### src/rtl/up_count_pkg.sv
// up_count_pkg: FSM states, default width and terminal-value reset constant for up_count.
package up_count_pkg;
  typedef enum logic [1:0] {IDLE, RUN, DONE} state_t;
  localparam int DEF_WIDTH = 6;
  localparam logic [31:0] LIM_RST = '1;
endpackage

### src/rtl/up_count.sv
// up_count: loadable-terminal up counter 0..LIM with cascade carry.
// Define UPCOUNT_ONESHOT_EN to hold at LIM (state DONE) instead of wrapping.
module up_count
  import up_count_pkg::*;
#(
  parameter int WIDTH = DEF_WIDTH
) (
  input  logic             CLK,
  input  logic             RSTn,
  input  logic             LDn,
  input  logic             E,
  input  logic [WIDTH-1:0] PD,
  output logic [WIDTH-1:0] QT,
  output logic             RCO,
  output logic             CO,
  output logic             BUSY
);
  state_t state_q, state_d;
  logic [WIDTH-1:0] sq_q, sq_d, lim_q, lim_d;
  logic at_lim;
  assign at_lim = sq_q == lim_q;
  always_comb begin
    sq_d = sq_q;
    lim_d = lim_q;
    state_d = state_q;
    if (!LDn) begin
      lim_d = PD;
      sq_d = '0;
      state_d = RUN;
    end else if (state_q == RUN && E) begin
`ifdef UPCOUNT_ONESHOT_EN
      state_d = at_lim ? DONE : RUN;
      sq_d = at_lim ? sq_q : sq_q + 1'b1;
`else
      sq_d = at_lim ? '0 : sq_q + 1'b1;
`endif
    end
  end
  always_ff @(posedge CLK or negedge RSTn) begin
    if (!RSTn) begin
      sq_q <= '0;
      lim_q <= LIM_RST[WIDTH-1:0];
      state_q <= IDLE;
    end else begin
      sq_q <= sq_d;
      lim_q <= lim_d;
      state_q <= state_d;
    end
  end
  assign QT = sq_q;
  assign RCO = at_lim && state_q != IDLE;
  assign CO = RCO && E && state_q == RUN;
  assign BUSY = state_q == RUN;
endmodule

### config.mk
export PLATFORM = sky130hd
export DESIGN_NAME = up_count
export DESIGN_NICKNAME = d
export VERILOG_FILES = /design/src/rtl/up_count_pkg.sv /design/src/rtl/up_count.sv
export SDC_FILE = /design/constraint.sdc
export NUM_CORES = 1
export LEC_CHECK = 0
export BUFFER_PORTS_ARGS = -buffer_cell sky130_fd_sc_hd__clkbuf_2
export CORE_MARGIN = 1.5
export CORE_UTILIZATION = 49
export DETAILED_ROUTE_END_ITERATION = 6
export GPL_ROUTABILITY_DRIVEN = 0
export GPL_TIMING_DRIVEN = 0
export PLACE_DENSITY = 0.75
export SLEW_MARGIN = 20
export SYNTH_ARGS = -nofsm -noshare
export SYNTH_HDL_FRONTEND = slang
export SYNTH_SLANG_ARGS = --single-unit
### constraint.sdc
create_clock -name CLK -period 1.7 [get_ports CLK]
set_clock_uncertainty 0.1 [all_clocks]
set_input_delay 0.34 -clock CLK [delete_from_list [all_inputs] [get_ports CLK]]
set_output_delay 0.34 -clock CLK [all_outputs]
set_load 0.01 [all_outputs]
== After elaboration in Yosys (flattened, before gate mapping) ==
Cells that the tools add are included.
W data, S select, Z words.
Storage, ports and cells
  input port bits: 10
  flip-flop bits (word level): 13
  memory bits (read-only): 0
  output and inout port bits: 9
  latch bits: 0
  logic and storage cells: 13
  memory bits (writable): 0
  memories: 0
Operators by class
  shifts and indexed selects: 0
  add/sub/neg operators: 1
  $lt $le $gt $ge: 0
  equal/unequal tests: 2
  div/mod/pow operators: 0
  multipliers: 0
  mux-type cells: 3
  reduce and logical (&&, ||, !) cells: 4
  bitwise gates (word level): 0
Operators with widths (number)
  $mux W6: 3
  $add A6 B1 Y6 const B: 1
  $eq A6 B6 Y1: 1
  $logic_and A1 B1 Y1: 4
  $ne A2 B1 Y1 const B: 1

== Logic depth before layout (Yosys ltp) ==
Gate-level depths: netlist (run 1).
  word-level depth: 4
  depth in mapped cells: 5
  depth with buffers taken out: 5

== Worst setup path after synthesis (run 1) ==
Ideal clock, no wire load.
  path type: flip-flop to output port
  start point: register sq_q[3] (netlist: QT[3])
  end point: output port CO
  setup slack: 0.101 ns
  buffers on the path: 0
  cell stages (with the launch flop): 4
  data required time: 1.260 ns
  arrival time: 1.159 ns
  cells stage by stage: dfrtp_1 xnor2_1 nand4_2 nor3_2
On the way
  cells in the longest elaborated chain, start to end: 4
RTL lines
  from (decl): RTL line up_count.sv:19  | logic [WIDTH-1:0] sq_q, sq_d, lim_q, lim_d;
  from (signal assigned): RTL line up_count.sv:45  | sq_q <= sq_d;
  $eq A6 B6 Y1: RTL line up_count.sv:21  | assign at_lim = sq_q == lim_q;
  $logic_and A1 B1 Y1: RTL line up_count.sv:51  | assign RCO = at_lim && state_q != IDLE;
  $logic_and A1 B1 Y1 (2 in series): RTL line up_count.sv:52  | assign CO = RCO && E && state_q == RUN;
  to (decl): RTL line up_count.sv:15  | output logic CO,
Every way passes these cells.

== Worst setup path after layout (run 1) ==
  start point: register lim_q[2]
  end point: output port CO
On the way
  cells in the longest elaborated chain, start to end: 4
RTL lines
  from (decl): RTL line up_count.sv:19
  from (signal assigned): RTL line up_count.sv:42  | lim_q <= LIM_RST[WIDTH-1:0];
  from (signal assigned): RTL line up_count.sv:46  | lim_q <= lim_d;
  $eq A6 B6 Y1: RTL line up_count.sv:21
  $logic_and A1 B1 Y1: RTL line up_count.sv:51
  $logic_and A1 B1 Y1 (2 in series): RTL line up_count.sv:52
Every way passes these cells.

==> results.cfg, run 1 <==
[worst_setup_path]
timing.rr.end = QT[5]
worstReg2RegStart = lim_q[5]
cp_max_fo = 4
reg2reg_slack_ns = 0.05
rr_worst_depth = 7
cp.required_ns = 1.26
crit_type = flip-flop to primary output
arrival_ns = 1.54
cp-end-kind = primary output
cp-start-kind = flip-flop

[synthesis]
synth_edf_count = 0
avgSynthCellArea_um2 = 10.7
synth_area_leaders = dfrtp_1 (25%), dfstp_2 (23%), mux2_2 (9.7%)
synth_fp_nets = 76
synth_warnings = 0
synthFlopType = dfrtp_1
synth_area_um2 = 694
ys_types = 27
postSynthCellCount = 65
ys_ff_latch = 13
yosysSeqAreaShare_pct = 47.9
synthArstFlopShare_pct = 100
yosys.area.top_type_share_pct = 25.2
yosysTopAreaCell = dfrtp_1
synthTopCellsByCount = dfrtp_1 (7), nand2_1 (7), dfstp_2 (6), mux2_2 (6), xnor2_1 (6)

[sta]
rsz0062_at_grt = true
worstMarginPinSlew_ns = 0.333
min_period_over_period_pct = 116
relSlewSlack_pct = 77.8
max_freq_ghz = 0.506
fin_crit_ns = 1.98
setup_ws_ns = -0.278
final-hold-violation-count = 0
finalSetupViolations = 2
slew_viol_final = 0

[run]
drv_cap = 0

[cts]
clock_path_buffers = 2
insertion_delay_ns = 0.27
cts_buffers = 3
cts_root_buffer = clkbuf_4
cts_tree = yes
clk_pin_slew_ns = 0.08
h-tree-depth = 1
cts.sinks = 13

[drt]
firstDrtPassIters = 4
routed_wl_mm = 1.57
drcViolationCount = 0
vias_per_cell = 5.40
drtIter0Drc = 5
via_count = 605
postRouteAntennaNets = 0
wl_per_cell_um = 14.0

[finish]
drive_gt1_share_pct = 58.8
area_growth_pct = 36.8
final_cells = 112
antenna_cells = 0
final_nets = 109
fillers = 97

[floorplanning]
initial_core_util_pct = 52.7
num_io_pins = 19
die_area_um2 = 1650
num_rows = 13
die_h_um = 40.6
die_w_um = 40.6
core_um2 = 1320

[run_status]
violations = setup timing
status = complete, but fails checks

[global_routing]
antenna_found_initial = 0
gr-total-overflow = 0
grt_pass1_vias = 542
grt_pass1_wl_mm = 2.53
grt_usage_pct = 24.5
grt_max_degree = 14

[hold_path]
hold_end = lim_q[3]
min_path_cells = 2
min_from = PD[3]
hold_class = primary input to flip-flop

[place]
dp_slack_ns = -0.0679
dpl.hpwl_um = 952
dp_cells = 98
numPortBuffers = 18

[power_and_ir_drop]
power_density_nw_per_um2 = 725
irDropWorstVdd_mv = 0.633
p_leak_nw = 0.413
[stage by stage]
step | total power [W] | area (um^2) | hold WS (ns) | TNS [ns] | utilization, %
6_report | 0.000688 | 950 | 0.190 | -0.539 | 72.1
5_1_grt | 0.000721 | 950 | 0.192 | -0.675 | 72.1
4_1_cts | 0.000660 | 893 | 0.191 | -0.593 | 67.8
3_5_place_dp | 0.000456 | 803 | 0.152 | -0.131 | 61.0
3_3_place_gp | 0.000453 | 803 | 0.150 | -0.115 | 61.0
2_1_floorplan | 0.000422 | 694 | -0.0556 | 0 | -
[flip-flops by register name, indices dropped and copies added (netlist names)]
register and count:
QT 6, lim_q 6, state_q 1
[power by group]
group	switching, W	internal, W	leakage [nW]
Sequential	0.0000200	0.000339	0.150
Clock	0.000104	0.0000909	0.0150
Combinational	0.0000629	0.0000718	0.248
[worst max-delay path by stage]
| stage | start | end | cells past startpoint |
|---|---|---|---|
| finish | lim_q[2] | CO | 4 |
| global route | lim_q[2] | CO | 4 |
| CTS | lim_q[2] | CO | 4 |
| detailed placement | QT[3] | CO | 4 |
| global placement | lim_q[1] | CO | 4 |
| floorplan | QT[3] | CO | 3 |
[layer usage]
metal,up-vias,track usage [%],share of wire (%)
met5,-,0,0
met4,0,10.0,0.70
met3,2,4.89,3.2
met2,19,41.3,50
met1,285,30.3,46
li1,299,-,-
[cell usage in the layout (no fill, tap or decap), types with 2 or more instances in the layout]
master,netlist,layout
xnor2_1,6,2
dfrtp_1,7,4
a21oi_1,4,4
clkbuf_2,0,18
o21ai_0,2,2
xnor2_2,0,4
nand2_1,7,7
dfstp_2,6,6
mux2_2,6,6
nor2_1,3,3
o22ai_1,2,2
and2_2,2,2
buf_4,0,9
clkbuf_4,0,3
nand3_1,4,4
dfrtp_2,0,3
[worst max-delay path, stage by stage (launching register included)]
cell	delay (ns)
dfstp_2	0.56
xnor2_2	0.14
nand4_4	0.16
nor3_2	0.24
clkbuf_2	0.16
[final cells by class]
class	instances	area, um^2	share of cell area (%)
inverter	1	3.75	0.395
multi-input combinational	50	392	41.2
sequential	13	337	35.4
buffer	1	5.00	0.527
clock buffer	4	26.3	2.77
tap	15	18.8	1.98
timing repair buffer	28	168	17.7
[cell families after synthesis]
logic type	Yosys count	synth area share, %
AND/OR/NAND/NOR	26	22.0
buffers and inverters	2	1.26
adder cells (fa/ha/maj)	1	1.80
XOR/XNOR	6	7.57
multiplexers	6	9.73
flip-flops	13	47.9
AO/OA/AOI/OAI	11	9.73
[what timing repair did]
| item | 4_1_cts | 5_1_grt |
|---|---|---|
| buffers inserted | 6 | 3 |
| endpoints found under the setup margin | 2 | 3 |
| hold endpoints to repair | 7 | 0 |
| gates cloned | 0 | 0 |
| hold buffers | 1 | 0 |
| resized for setup | 2 | 6 |
| pin swaps | 3 | 3 |
Power figures use the tool's default switching activity.
==> inputs of run 2 (changes only) <==
--- a/config.mk
+++ b/config.mk
@@ -6,12 +6,13 @@
 export NUM_CORES = 1
 export LEC_CHECK = 0
 export BUFFER_PORTS_ARGS = -buffer_cell sky130_fd_sc_hd__clkbuf_2
-export CORE_MARGIN = 1.5
+export CORE_MARGIN = 4
 export CORE_UTILIZATION = 49
 export DETAILED_ROUTE_END_ITERATION = 6
 export GPL_ROUTABILITY_DRIVEN = 0
 export GPL_TIMING_DRIVEN = 0
 export PLACE_DENSITY = 0.75
+export RECOVER_POWER = 50
 export SLEW_MARGIN = 20
 export SYNTH_ARGS = -nofsm -noshare
 export SYNTH_HDL_FRONTEND = slang
==> results.cfg, run 2 (synthesized netlist as in run 1, its figures left out) <==
[sta]
min_period_over_period_pct = 117
relSlewSlack_pct = 56.3
finalSetupViolations = 2
fin_crit_ns = 1.99
max_freq_ghz = 0.503
rsz0062_at_grt = true
final-hold-violation-count = 0
worstMarginPinSlew_ns = 0.655
setup_ws_ns = -0.289
slew_viol_final = 0

[finish]
antenna_cells = 0
layout_common_cells = clkbuf_2 (15), nand2_1 (7), dfrtp_1 (6), mux2_2 (6), dfstp_2 (6)
final_nets = 104
area_growth_pct = 30.5
drive_gt1_share_pct = 52.2
final_cells = 107
postLayoutCellArea_um2 = 906
final_common_cell = clkbuf_2

[cts]
cts_buffers = 3
cts_root_buffer = clkbuf_4
h-tree-depth = 1
clock_path_buffers = 2
cts_tree = yes
insertion_delay_ns = 0.29
cts.sinks = 13
clk_pin_slew_ns = 0.09

[drt]
wl_per_cell_um = 15.1
via_count = 608
met2_wirelength_um = 766
routed.top_layer = met4
routed_wl_mm = 1.62
met1_length_um = 676
drtIter0Drc = 28
firstDrtPassIters = 4
vias_per_cell = 5.68
dr_wl_met3_um = 123
postRouteAntennaNets = 0
drcViolationCount = 0

[worst_setup_path]
slowest_stage = dfstp_2
cpPeakStageDelay_ns = 0.56
rr_worst_depth = 6
cp_max_fo = 4
crit_type = flip-flop to primary output
worstReg2RegStart = lim_q[1]
worstPathCellList = xnor2_2, nand4_2, nor2_2, and2_4, buf_6
reg2reg_slack_ns = 0.04
cp-start-kind = flip-flop
crit_path_end = RCO
cp.required_ns = 1.26
cp-end-kind = primary output
timing.rr.end = QT[4]
arrival_ns = 1.55
worstSetupStartpoint = lim_q[1]

[power_and_ir_drop]
irDropWorstVdd_mv = 0.555
pwr-share-comb_pct = 17.1
p_sw_w = 0.000185
power_density_nw_per_um2 = 744
intPower_w = 0.000489
p_leak_nw = 0.391
seqPwrFrac_pct = 53.3
clkPwrFrac_pct = 29.6
switching_share_pct = 27.5

[floorplanning]
die_h_um = 45.6
die_w_um = 45.6
num_io_pins = 19
die_area_um2 = 2080
initial_core_util_pct = 52.7
core_um2 = 1320
num_rows = 13

[global_routing]
grt_pass1_vias = 586
grt_usage_pct = 16.5
grt_pass1_wl_mm = 2.48
gr-total-overflow = 0
antenna_found_initial = 0
grt_max_degree = 14

[place]
dp_cells = 98
dpl.hpwl_mm = 1.06
numPortBuffers = 18
place_area_um2 = 803

[run]
drv_cap = 0

[run_status]
status = complete, but fails checks
violations = setup timing

[hold_path]
hold_class = primary input to flip-flop
-- run 2: cell types whose count changed in the layout (fill, tap and decap cells not counted), sizes merged --
cell / change
buf: -4
clkbuf: -1
-- run 2: worst min path at each step --
stage,startpoint,to,slack [ns],cells after the start
5_1_grt,PD[5],lim_q[5],0.20,2
4_1_cts,PD[2],lim_q[2],0.19,2
2_1_floorplan,RSTn,QT[0],-0.06,0
6_report,PD[1],lim_q[1],0.18,2
3_3_place_gp,RSTn,QT[0],0.15,1
3_5_place_dp,RSTn,QT[0],0.15,1
-- run 2: cell type report --
class                      instances  area, um^2
multi-input combinational         50         384
buffer                             1        3.75
sequential                        13         334
clock buffer                       4        26.3
inverter                           1        3.75
fill                             100         412
timing repair buffer              23         135
tap                               15        18.8
-- run 2: metal layers --
| metal | track usage [%] | up-vias |
|---|---|---|
| met4 | 11.1 | 0 |
| met5 | 0 | - |
| li1 | - | 286 |
| met1 | 22.1 | 283 |
| met3 | 2.37 | 9 |
| met2 | 24.5 | 30 |
-- run 2: stage by stage --
stage / total power (W) / TNS, ns / setup slack (ns) / util, % / hold WS [ns]
detailed placement: 0.000458 / -0.111 / -0.0634 / 61.0 / 0.149
CTS: 0.000663 / -0.539 / -0.270 / 67.7 / 0.190
finish: 0.000674 / -0.546 / -0.289 / 68.8 / 0.181
floorplan: 0.000422 / 0 / 0.101 / - / -0.0556
global placement: 0.000454 / -0.108 / -0.0605 / 61.0 / 0.149
global route: 0.000695 / -0.684 / -0.349 / 68.8 / 0.203
-- run 2: timing repair --
action,CTS,global route
endpoints found under the hold margin,7,0
resized for setup,3,6
pin swaps,2,4
endpoints found under the setup margin,2,4
setup buffers,4,0
hold buffers,1,0
-- run 2: power groups by stage --
stage | clock [W] | sequential, W | combinational, W
3_3_place_gp | 0 | 0.000359 | 0.0000947
2_1_floorplan | 0 | 0.000358 | 0.0000637
3_5_place_dp | 0 | 0.000361 | 0.0000969
4_1_cts | 0.000194 | 0.000358 | 0.000111
6_report | 0.000199 | 0.000359 | 0.000116
5_1_grt | 0.000207 | 0.000362 | 0.000126
-- run 2: critical path, delay by kind of cell, from the launching register on --
kind,cells,cell delay [ns]
buffers and inverters,1,0.09
DFF,1,0.56
xor gates and xnor gates,1,0.11
and+or+nand+nor,3,0.49
==> inputs of run 3 (changes only) <==
--- a/config.mk
+++ b/config.mk
@@ -7,11 +7,11 @@
 export LEC_CHECK = 0
 export BUFFER_PORTS_ARGS = -buffer_cell sky130_fd_sc_hd__clkbuf_2
 export CORE_MARGIN = 4
-export CORE_UTILIZATION = 49
+export CORE_UTILIZATION = 53
 export DETAILED_ROUTE_END_ITERATION = 6
 export GPL_ROUTABILITY_DRIVEN = 0
 export GPL_TIMING_DRIVEN = 0
-export PLACE_DENSITY = 0.75
+export PLACE_DENSITY = 0.81
 export RECOVER_POWER = 50
 export SLEW_MARGIN = 20
 export SYNTH_ARGS = -nofsm -noshare
==> constraint.sdc (replaced) <==
create_clock -name CLK -period 2.37 [get_ports CLK]
set_clock_uncertainty 0.1 [all_clocks]
set_input_delay 0.474 -clock CLK [delete_from_list [all_inputs] [get_ports CLK]]
set_output_delay 0.474 -clock CLK [all_outputs]
set_load 0.01 [all_outputs]
==> results.cfg, run 3 (synthesized netlist as in run 1, its figures left out) <==
[run_status]
status = complete, no violations

[cts]
cts_buffers = 3
cts-resized-gates = 0
cts_tree = yes
cts.hold.buffers_added = 1
insertion_delay_ns = 0.28
cts_root_buffer = clkbuf_4
clock_path_buffers = 2
h-tree-depth = 1
postCtsSetupRepairBufs = 0
cts.sinks = 13
clk_pin_slew_ns = 0.08

[floorplanning]
die_area_um2 = 1950
die_w_um = 44.2
initial_core_util_pct = 59.3
die_h_um = 44.2
core_um2 = 1170
num_io_pins = 19
num_rows = 12

[power_and_ir_drop]
intPower_w = 0.000340
power_density_nw_per_um2 = 553
switching_share_pct = 26.3
clkPwrFrac_pct = 29.9
pwr-share-comb_pct = 14.9
irDropWorstVdd_mv = 0.382
p_leak_nw = 0.349
seqPwrFrac_pct = 55.1
p_sw_w = 0.000121

[drt]
drtIter0Drc = 11
firstDrtPassIters = 4
drcViolationCount = 0
postRouteAntennaNets = 0
vias_per_cell = 5.63
via_count = 574
wl_per_cell_um = 14.3
routed_wl_mm = 1.46

[finish]
fillers = 95
final_nets = 100
final_common_cell = clkbuf_2
antenna_cells = 0
drive_gt1_share_pct = 43.2
layout_common_cells = clkbuf_2 (16), dfrtp_1 (7), nand2_1 (7)
area_growth_pct = 20.2

[worst_setup_path]
rr_worst_depth = 4
timing.rr.end = QT[5]
cp-end-kind = primary output
cp_max_fo = 7
cp-start-kind = flip-flop
worstReg2RegStart = QT[3]
worstSetupStartpoint = QT[3]
arrival_ns = 1.64
crit_path_end = CO
reg2reg_slack_ns = 0.86
crit_type = flip-flop to primary output
cp.required_ns = 1.80

[hold_path]
hold_class = primary input to flip-flop
min_path_cells = 2

[sta]
setup_ws_ns = 0.152
worstMarginPinSlew_ns = 0.671
setup_tns_ns = 0
min_period_over_period_pct = 93.6
relSlewSlack_pct = 55.3
slew_viol_final = 0
max_freq_ghz = 0.451
rsz0062_at_grt = false
fin_crit_ns = 2.22
final-hold-violation-count = 0
finalSetupViolations = 0

[place]
dp_slack_ns = 0.461
dpl.hpwl_mm = 1.01
numPortBuffers = 18

[global_routing]
grt_usage_pct = 17.2
gr-total-overflow = 0
grt_pass1_vias = 585
antenna_found_initial = 0
grt_max_degree = 14
grt_pass1_wl_mm = 2.42

[run]
drv_cap = 0
==> run 3: final cells by class <==
type                       count  area (um^2)  share of cell area (%)
clock buffer                   4         26.3                    3.15
tap                           14         17.5                    2.10
timing repair buffer          19         97.6                    11.7
inverter                       1         3.75                   0.450
multi-input combinational     50          353                    42.3
buffer                         1         3.75                   0.450
sequential                    13          333                    39.9
==> run 3: power by group through the flow <==
stage          combinational, W  sequential (W)  clock [W]
2_1_floorplan         0.0000457        0.000257          0
4_1_cts               0.0000702        0.000254   0.000142
3_5_place_dp          0.0000683        0.000258          0
3_3_place_gp          0.0000671        0.000257          0
6_report              0.0000689        0.000254   0.000138
5_1_grt               0.0000757        0.000256   0.000150
==> run 3: per-layer routing <==
| layer | global-route usage (%) | up-vias | wire length, um |
|---|---|---|---|
| li1 | - | 279 | - |
| met1 | 17.7 | 276 | 610 |
| met2 | 29.7 | 17 | 729 |
| met3 | 5.69 | 2 | 91 |
| met4 | 10.8 | 0 | 24 |
| met5 | 0 | - | 0 |
==> run 3: worst min-delay path by stage <==
stage | startpoint | end | slack, ns
3_5_place_dp | RSTn | QT[0] | 0.28
6_report | PD[5] | lim_q[5] | 0.32
4_1_cts | PD[5] | lim_q[5] | 0.32
3_3_place_gp | RSTn | QT[0] | 0.28
5_1_grt | PD[2] | lim_q[2] | 0.34
2_1_floorplan | RSTn | QT[0] | 0.08
==> run 3: worst max-delay path, stage by stage, from the launching register on <==
cell,delay (ns)
dfrtp_1,0.46
xnor2_1,0.22
nand4_2,0.24
nor3_2,0.27
clkbuf_2,0.17
==> run 3: metrics by stage <==
| stage | instance area [um^2] | hold WS (ns) | power (W) | util [%] | std cells |
|---|---|---|---|---|---|
| final | 835 | 0.323 | 0.000461 | 71.3 | 102 |
| after global routing | 835 | 0.337 | 0.000482 | 71.3 | 102 |
| after CTS | 838 | 0.320 | 0.000467 | 71.6 | 102 |
| after detailed placement | 802 | 0.284 | 0.000327 | 68.5 | 97 |
| after global placement | 802 | 0.282 | 0.000324 | 68.5 | 97 |
| after floorplan | 694 | 0.0784 | 0.000302 | - | 65 |
